<file path="src/rtl/spike_accumulator_array.sv">
// spike_accumulator_array
//   Multi-channel windowed spike counter. Each channel counts spikes over
//   WIN_LEN valid timesteps. At the end of a window, all counts and their
//   saturation/wrap flags are snapshotted into an output register. A
//   valid/ready handshake drains that register.
//
// Ports
//   clk           rising-edge clock
//   rstn          synchronous reset, active-high (name kept for consistency)
//   spike_valid   spike vector valid for this timestep
//   spike         one spike bit per channel
//   clear         synchronous restart of the current window
//   out_valid     snapshot available
//   out_ready     consumer accepts the snapshot
//   out_counts    channel c count at [c*CNT_W +: CNT_W]
//   out_sat       channel c saturated (SATURATE=1) or wrapped (SATURATE=0)
//   out_window_id sequence number of the snapshot
//   step          current timestep index within the window
//   overrun       sticky: a snapshot was discarded
module spike_accumulator_array #(
  parameter int unsigned NUM_CH   = 8,
  parameter int unsigned CNT_W    = 16,
  parameter int unsigned WIN_LEN  = 256,
  parameter int unsigned SATURATE = 1,
  parameter int unsigned ID_W     = 8
) (
  input  logic                        clk,
  input  logic                        rstn,
  input  logic                        spike_valid,
  input  logic [NUM_CH-1:0]           spike,
  input  logic                        clear,
  output logic                        out_valid,
  input  logic                        out_ready,
  output logic [NUM_CH*CNT_W-1:0]     out_counts,
  output logic [NUM_CH-1:0]           out_sat,
  output logic [ID_W-1:0]             out_window_id,
  output logic [$clog2(WIN_LEN)-1:0]  step,
  output logic                        overrun
);

  localparam int unsigned STEP_W = $clog2(WIN_LEN);
  localparam logic [STEP_W-1:0] LAST_STEP = STEP_W'(WIN_LEN - 1);

  typedef enum logic {
    ST_EMPTY,
    ST_FULL
  } out_state_t;

  logic [CNT_W-1:0]        acc      [NUM_CH];
  logic [CNT_W-1:0]        acc_next [NUM_CH];
  logic [CNT_W:0]          sum      [NUM_CH];
  logic [NUM_CH-1:0]       sat;
  logic [NUM_CH-1:0]       sat_next;
  logic [NUM_CH*CNT_W-1:0] snap_counts;
  logic [ID_W-1:0]         win_id;
  logic                    win_end;
  logic                    load;
  logic                    drop;
  out_state_t              state;
  out_state_t              state_next;

  // Per-channel next value. The extra sum bit flags overflow, which either
  // clamps or wraps the counter and always marks the channel.
  always_comb begin
    snap_counts = '0;
    sat_next    = '0;
    for (int unsigned c = 0; c < NUM_CH; c++) begin
      sum[c] = {1'b0, acc[c]} + {{CNT_W{1'b0}}, spike[c]};
      if (SATURATE != 0 && sum[c][CNT_W]) begin
        acc_next[c] = '1;
      end else begin
        acc_next[c] = sum[c][CNT_W-1:0];
      end
      sat_next[c] = sat[c] | sum[c][CNT_W];
      snap_counts[c*CNT_W +: CNT_W] = acc_next[c];
    end
  end

  // clear outranks a window-end step: no snapshot is produced in that case.
  assign win_end = spike_valid && !clear && (step == LAST_STEP);

  // Accumulator, step and window counter
  always_ff @(posedge clk) begin
    if (rstn) begin
      acc    <= '{default: '0};
      sat    <= '0;
      step   <= '0;
      win_id <= '0;
    end else if (clear) begin
      acc  <= '{default: '0};
      sat  <= '0;
      step <= '0;
    end else if (spike_valid) begin
      if (win_end) begin
        acc    <= '{default: '0};
        sat    <= '0;
        step   <= '0;
        win_id <= win_id + 1'b1;
      end else begin
        acc  <= acc_next;
        sat  <= sat_next;
        step <= step + 1'b1;
      end
    end
  end

  // Output register FSM: state register
  always_ff @(posedge clk) begin
    if (rstn) begin
      state <= ST_EMPTY;
    end else begin
      state <= state_next;
    end
  end

  // Output register FSM: next state
  always_comb begin
    state_next = state;
    unique case (state)
      ST_EMPTY: if (win_end)   state_next = ST_FULL;
      ST_FULL:  if (out_ready) state_next = win_end ? ST_FULL : ST_EMPTY;
      default:                 state_next = ST_EMPTY;
    endcase
  end

  // Output register FSM: outputs and load/drop decisions
  always_comb begin
    out_valid = (state == ST_FULL);
    load      = win_end && ((state == ST_EMPTY) || out_ready);
    drop      = win_end && (state == ST_FULL) && !out_ready;
  end

  // Snapshot data
  always_ff @(posedge clk) begin
    if (rstn) begin
      out_counts    <= '0;
      out_sat       <= '0;
      out_window_id <= '0;
    end else if (load) begin
      out_counts    <= snap_counts;
      out_sat       <= sat_next;
      out_window_id <= win_id;
    end
  end

  // Sticky overrun flag
  always_ff @(posedge clk) begin
    if (rstn) begin
      overrun <= 1'b0;
    end else if (clear) begin
      overrun <= 1'b0;
    end else if (drop) begin
      overrun <= 1'b1;
    end
  end

endmodule

</file>
<file path="config.mk">
export PLATFORM = sky130hd
export DESIGN_NAME = spike_accumulator_array
export DESIGN_NICKNAME = d
export VERILOG_FILES = /design/src/rtl/spike_accumulator_array.sv
export SDC_FILE = /design/constraint.sdc
export NUM_CORES = 1
export LEC_CHECK = 0
export CELL_PAD_IN_SITES_DETAIL_PLACEMENT = 1
export CELL_PAD_IN_SITES_GLOBAL_PLACEMENT = 1
export CORE_ASPECT_RATIO = 1.75
export CORE_UTILIZATION = 46
export DETAILED_ROUTE_END_ITERATION = 8
export GPL_ROUTABILITY_DRIVEN = 1
export PLACE_DENSITY_LB_ADDON = 0.3
export SYNTH_ARGS = -nofsm -noshare
export SYNTH_HDL_FRONTEND = slang
export SYNTH_SLANG_ARGS = --single-unit
</file>
<file path="constraint.sdc">
create_clock -name clk -period 7 [get_ports clk]
set_clock_uncertainty 0.05 [all_clocks]
set_input_delay 2.1 -clock clk [delete_from_list [all_inputs] [get_ports clk]]
set_output_delay 2.1 -clock clk [all_outputs]
set_load 0.05 [all_outputs]
</file>
# --- Word level (Yosys, flattened, before mapping) ---
# Index checks and enable logic that the tools add are counted.
totals:
  elab_cells: 61
  register_bits: 298
  output_inout_bits: 154
  inputBits: 13
op_classes:
  add_sub_neg: 10
  n_bitwise: 10
  eq_ne: 1
  n_reduce_logical: 10
  n_mux: 14
op_table:
  columns: ["op", "n"]
  rows:
  - ["adder 16 x 1 -> 17 bit", 8]
  - ["2-to-1 mux 128 bit", 1]
  - ["2-to-1 mux 16 bit", 8]
  - ["adder 8 x 1 -> 8 bit (second input constant)", 2]
  - ["2-to-1 mux 8 bit", 2]
  - ["equality test 8 bit (second input constant)", 1]
  - ["OR 1 bit", 8]
  - ["logical AND 1 bit", 5]
  - ["AND reduction 3 bit", 1]
  - ["zero test 1 bit", 2]
  - ["2-to-1 mux 1 bit", 2]
  - ["NOT 1 bit", 2]
  - ["case mux 1 bit (2 select lines)", 1]
  - ["OR reduction 2 bit", 1]
  - ["logical OR 1 bit", 1]

# --- Longest topological paths before layout ---
logic_depth:
  depth_word: 6
  depth_mapped: 8
  depth_no_buf: 6

# --- Worst setup path after synthesis ---
# No wires, ideal clock.
synth_timing:
  path_kind: "in2reg"
  start: "in spike[3]"
  end: "reg out_counts[55]"
  cell_stages: 7
  t_required_ns: 6.859
  path_buffers: 1
  setup_slack_ns: 3.179
  setup_time_ns: 0.091
  arrival_time_ns: 3.680
  path_cell_list: "ha_1 ha_1 nand3_1 nor4_4 nand2_1 buf_2 a311oi_1"
synth_via:
  elab_chain_cells: 2
synth_rtl:
  columns: ["element", "line_no", "source"]
  rows:
  - ["start: declaration", "30", "input logic [NUM_CH-1:0] spike,"]
  - ["adder 16 x 1 -> 17 bit", "68", "sum[c] = {1'b0, acc[c]} + {{CNT_W{1'b0}}, spike[c]};"]
  - ["2-to-1 mux 16 bit", "69", "if (SATURATE != 0 && sum[c][CNT_W]) begin"]
  - ["end signal: assignment", "140", "out_counts <= snap_counts;"]
  - ["end: declaration", "34", "output logic [NUM_CH*CNT_W-1:0] out_counts,"]
# Every way passes these cells.
# A chain may end at the register's enable or synchronous reset.

# --- Worst setup path after layout ---
layout_timing:
  start: "in clear"
  end: "reg out_counts[61]"
layout_via:
  elab_chain_cells: 4
layout_rtl:
  columns: ["element", "line_no", "source"]
  rows:
  - ["start: declaration", "31", "input logic clear,"]
  - ["zero test 1 bit", "80", "assign win_end = spike_valid && !clear && (step == LAST_STEP);"]
  - ["logical AND 1 bit (2 in a row)", "80", null]
  - ["logical AND 1 bit", "129", "load = win_end && ((state == ST_EMPTY) || out_ready);"]
# Every way passes these cells.

==> qor.txt <==
Worst path cell trace: clkdlybuf4s50_1 -> nand4b_2 -> nor4_4 -> buf_12 -> nand2b_1 -> o31ai_1
Vias in the first global route: 14400
Post-route DRC: 0
CP max FO: 125
CP Data Arrival Time: 5110 ps
Critical path required time: 7420 ps
Register area share after synthesis: 41.6%
Cell family with most CP delay: simple AND/OR/NAND/NOR gates
Core area: 30700 µm²
Min-delay worst type: flop to flop
Ys Warns: 0
Crit end category: flop
Number of vias per cell: 6.38
Setup TNS: 0 ps
Status: complete, no violations
Synth Register Bits: 298
Number of gates resized after cts: 0
Post-Synthesis Cells: 1727
VDD IR-drop max: 173 µV
H-tree depth: 1
CTS root buf: clkbuf_16
Layout cells sized above 1: 5.78%
Final min period: 4700 ps
Top-count cell post-synth: dfxtp_1
Clock sinks: 298
Die H: 236 µm
DR WL/cell: 21.9 µm
Final period utilization: 67.1%
Drt first pass iters: 5
Slowest CP cell: nand2b_1
Fraction of registers with async set or reset after synthesis: 0%
Synth top cells by count: dfxtp_1, nor2_1, a21oi_1
Quantity of I/O buffers inserted on ports: 166
Synth Area per Inst: 8.31 µm²
Initial Util: 46.7%
Largest stage delay on the critical path: 710 ps
Die W: 136 µm
Core Rows: 85
Top-area cell type share of the netlist area: 41.6%
Power Dens Cells: 204 nW/µm²
Routed Antenna Nets: 0
Crit start category: input port
FMAX: 213 MHz
Post-DP Area: 16100 µm²
RSZ-0062 raised after global routing: no
DR vias: 14100
Fillcell total: 3622
Final Hold Vio Count: 0
Area Overhead vs Synth: 19.4%
Fin nets: 1826
Finish-stage setup viols: 0
Largest net degree at the start of global routing: 126
Die ar.: 31900 µm²
Global-route wire length before repair: 76700 µm
Top cell type by total area after synthesis: dfxtp_1
Skew-Pair Late Insertion Delay: 570 ps
Drt initial violations: 627
Total GRT Usage: 30.1%
Crit Path Category: input port to flop
Primary FF master, synth: dfxtp_1
Synthesized area: 14400 µm²
Slew Limit Headroom: 21.3%
CTS Hold Bufs: 0
Clock Tree Buf Depth: 3
Syn_nets: 1758
Post-CTS Setup Bufs: 0
Final GP Congestion: 0.909
EDFF count, synth: 0
Pleak: 5.28 nW
Critical path depth in cells: 6
Clk pin slew, worst setup/hold paths: 70 ps
Max Cap Violations: 0
Post-DP HPWL: 31400 µm
CTS tree: built
# diodes: 0
Total Wirelength: 48400 µm
Worst r2r path cells: 6
Final Cell Area: 17100 µm²
Ranking of synthesized cells by area: dfxtp_1, a21oi_1, nor2_1
IO Count: 167
Worst Tran Pin Value: 1170 ps
CP bufs+invs: 2
WHS Path Cells: 2
Grt total ovfl: 0
Total CTS buffers: 28
Initial antenna violation count: 0
Unique masters post-synth: 62
Max-slew violations: 0
==> cell usage in the layout, fill, tap and decap left out, drive strengths merged, types with 10 or more instances in the layout <==
master,Yosys,routed
dfxtp,298,298
clkdlybuf4s50,0,164
nor2,164,164
nand2,136,136
a21oi,136,136
o21ai,95,95
nand3,62,62
a211oi,54,54
a311oi,53,53
xnor2,50,50
nor3,45,45
nor4,45,45
nand4,44,44
clkbuf,111,38
o22ai,34,34
inv,31,31
xor2,24,24
a31oi,23,23
buf,38,23
o21a,22,22
and3,20,20
mux2i,20,20
nand3b,19,19
ha,18,18
o21bai,16,16
o2bb2ai,15,15
a22oi,15,15
a2bb2oi,14,14
o211ai,11,11
a32o,10,10
nand2b,10,10
clkinv,0,10
==> flip-flops by register name, summed over array words and instances (netlist names) <==
signal         flops
step               8
out_counts       128
out_window_id      8
out_valid          1
sat                8
acc              128
overrun            1
out_sat            8
win_id             8
==> layer usage <==
layer | part of all wire, % | global-route usage, % | wire, µm | up-vias
li1 | - | - | - | 6544
met1 | 40 | 33.7 | 19200 | 7039
met2 | 53 | 55.1 | 25400 | 377
met3 | 3.8 | 3.12 | 1830 | 116
met4 | 4.1 | 15.2 | 1970 | 0
met5 | 0 | 0 | 0 | -
==> power breakdown <==
part	internal [W]	switching [W]	total (W)
clock network	0.000968	0.000702	0.00167
registers	0.00170	0.00000203	0.00170
logic	0.0000323	0.0000876	0.000120
total	0.00270	0.000792	0.00349
==> worst paths after layout <==
kind / start / slack, ps / end
setup / recovery: clear / 2300 / out_counts[61]
hold / removal: out_counts[22] / 400 / out_counts[22]
setup reg to reg: step[0] / 3680 / out_counts[61]
hold reg to reg: out_counts[22] / 400 / out_counts[22]
==> cell families (layout without fill, tap and decap cells) <==
| group | after synthesis | in the layout | share of synthesized area, % |
|---|---|---|---|
| compound gates | 549 | 549 | 25.4 |
| xor+xnor | 74 | 74 | 4.52 |
| fa+ha+maj | 18 | 18 | 1.57 |
| buf+inv | 180 | 270 | 4.99 |
| flops | 298 | 298 | 41.6 |
| mux | 20 | 20 | 1.39 |
| simple gates | 588 | 588 | 20.5 |
==> layout make-up <==
| class | instances | area, µm² | area share [%] |
|---|---|---|---|
| well taps | 391 | 489 | 2.85 |
| clock inverters | 14 | 174 | 1.01 |
| inverters | 31 | 116 | 0.679 |
| flip-flops and latches | 298 | 5970 | 34.8 |
| repair buffers | 187 | 1850 | 10.8 |
| clock buffers | 38 | 820 | 4.78 |
| multi-input cells | 1249 | 7730 | 45.1 |
==> worst reg2reg max path: cells and delay by family (launching register included) <==
kind / cells / cell delay [ps]
AND/OR/NAND/NOR: 3 / 1560
adder cells (fa/ha/maj): 1 / 270
buffers and inverters: 1 / 490
AO/OA/AOI/OAI: 1 / 420
flip-flops: 1 / 430
==> per-stage QoR <==
step | total power, W | setup WS [ps] | utilization (%) | cells | hold WS (ps)
final | 0.00349 | 2300 | 55.8 | 2208 | 399
after global routing | 0.00358 | 2180 | 55.8 | 2208 | 431
after CTS | 0.00350 | 2340 | 55.8 | 2208 | 403
after detailed placement | 0.00186 | 1760 | 52.5 | 2156 | 396
after global placement | 0.00185 | 1850 | 52.5 | 2156 | 387
after floorplan | 0.00181 | 3180 | - | 1727 | 379
Note: power is estimated with default switching activity, not from simulation.
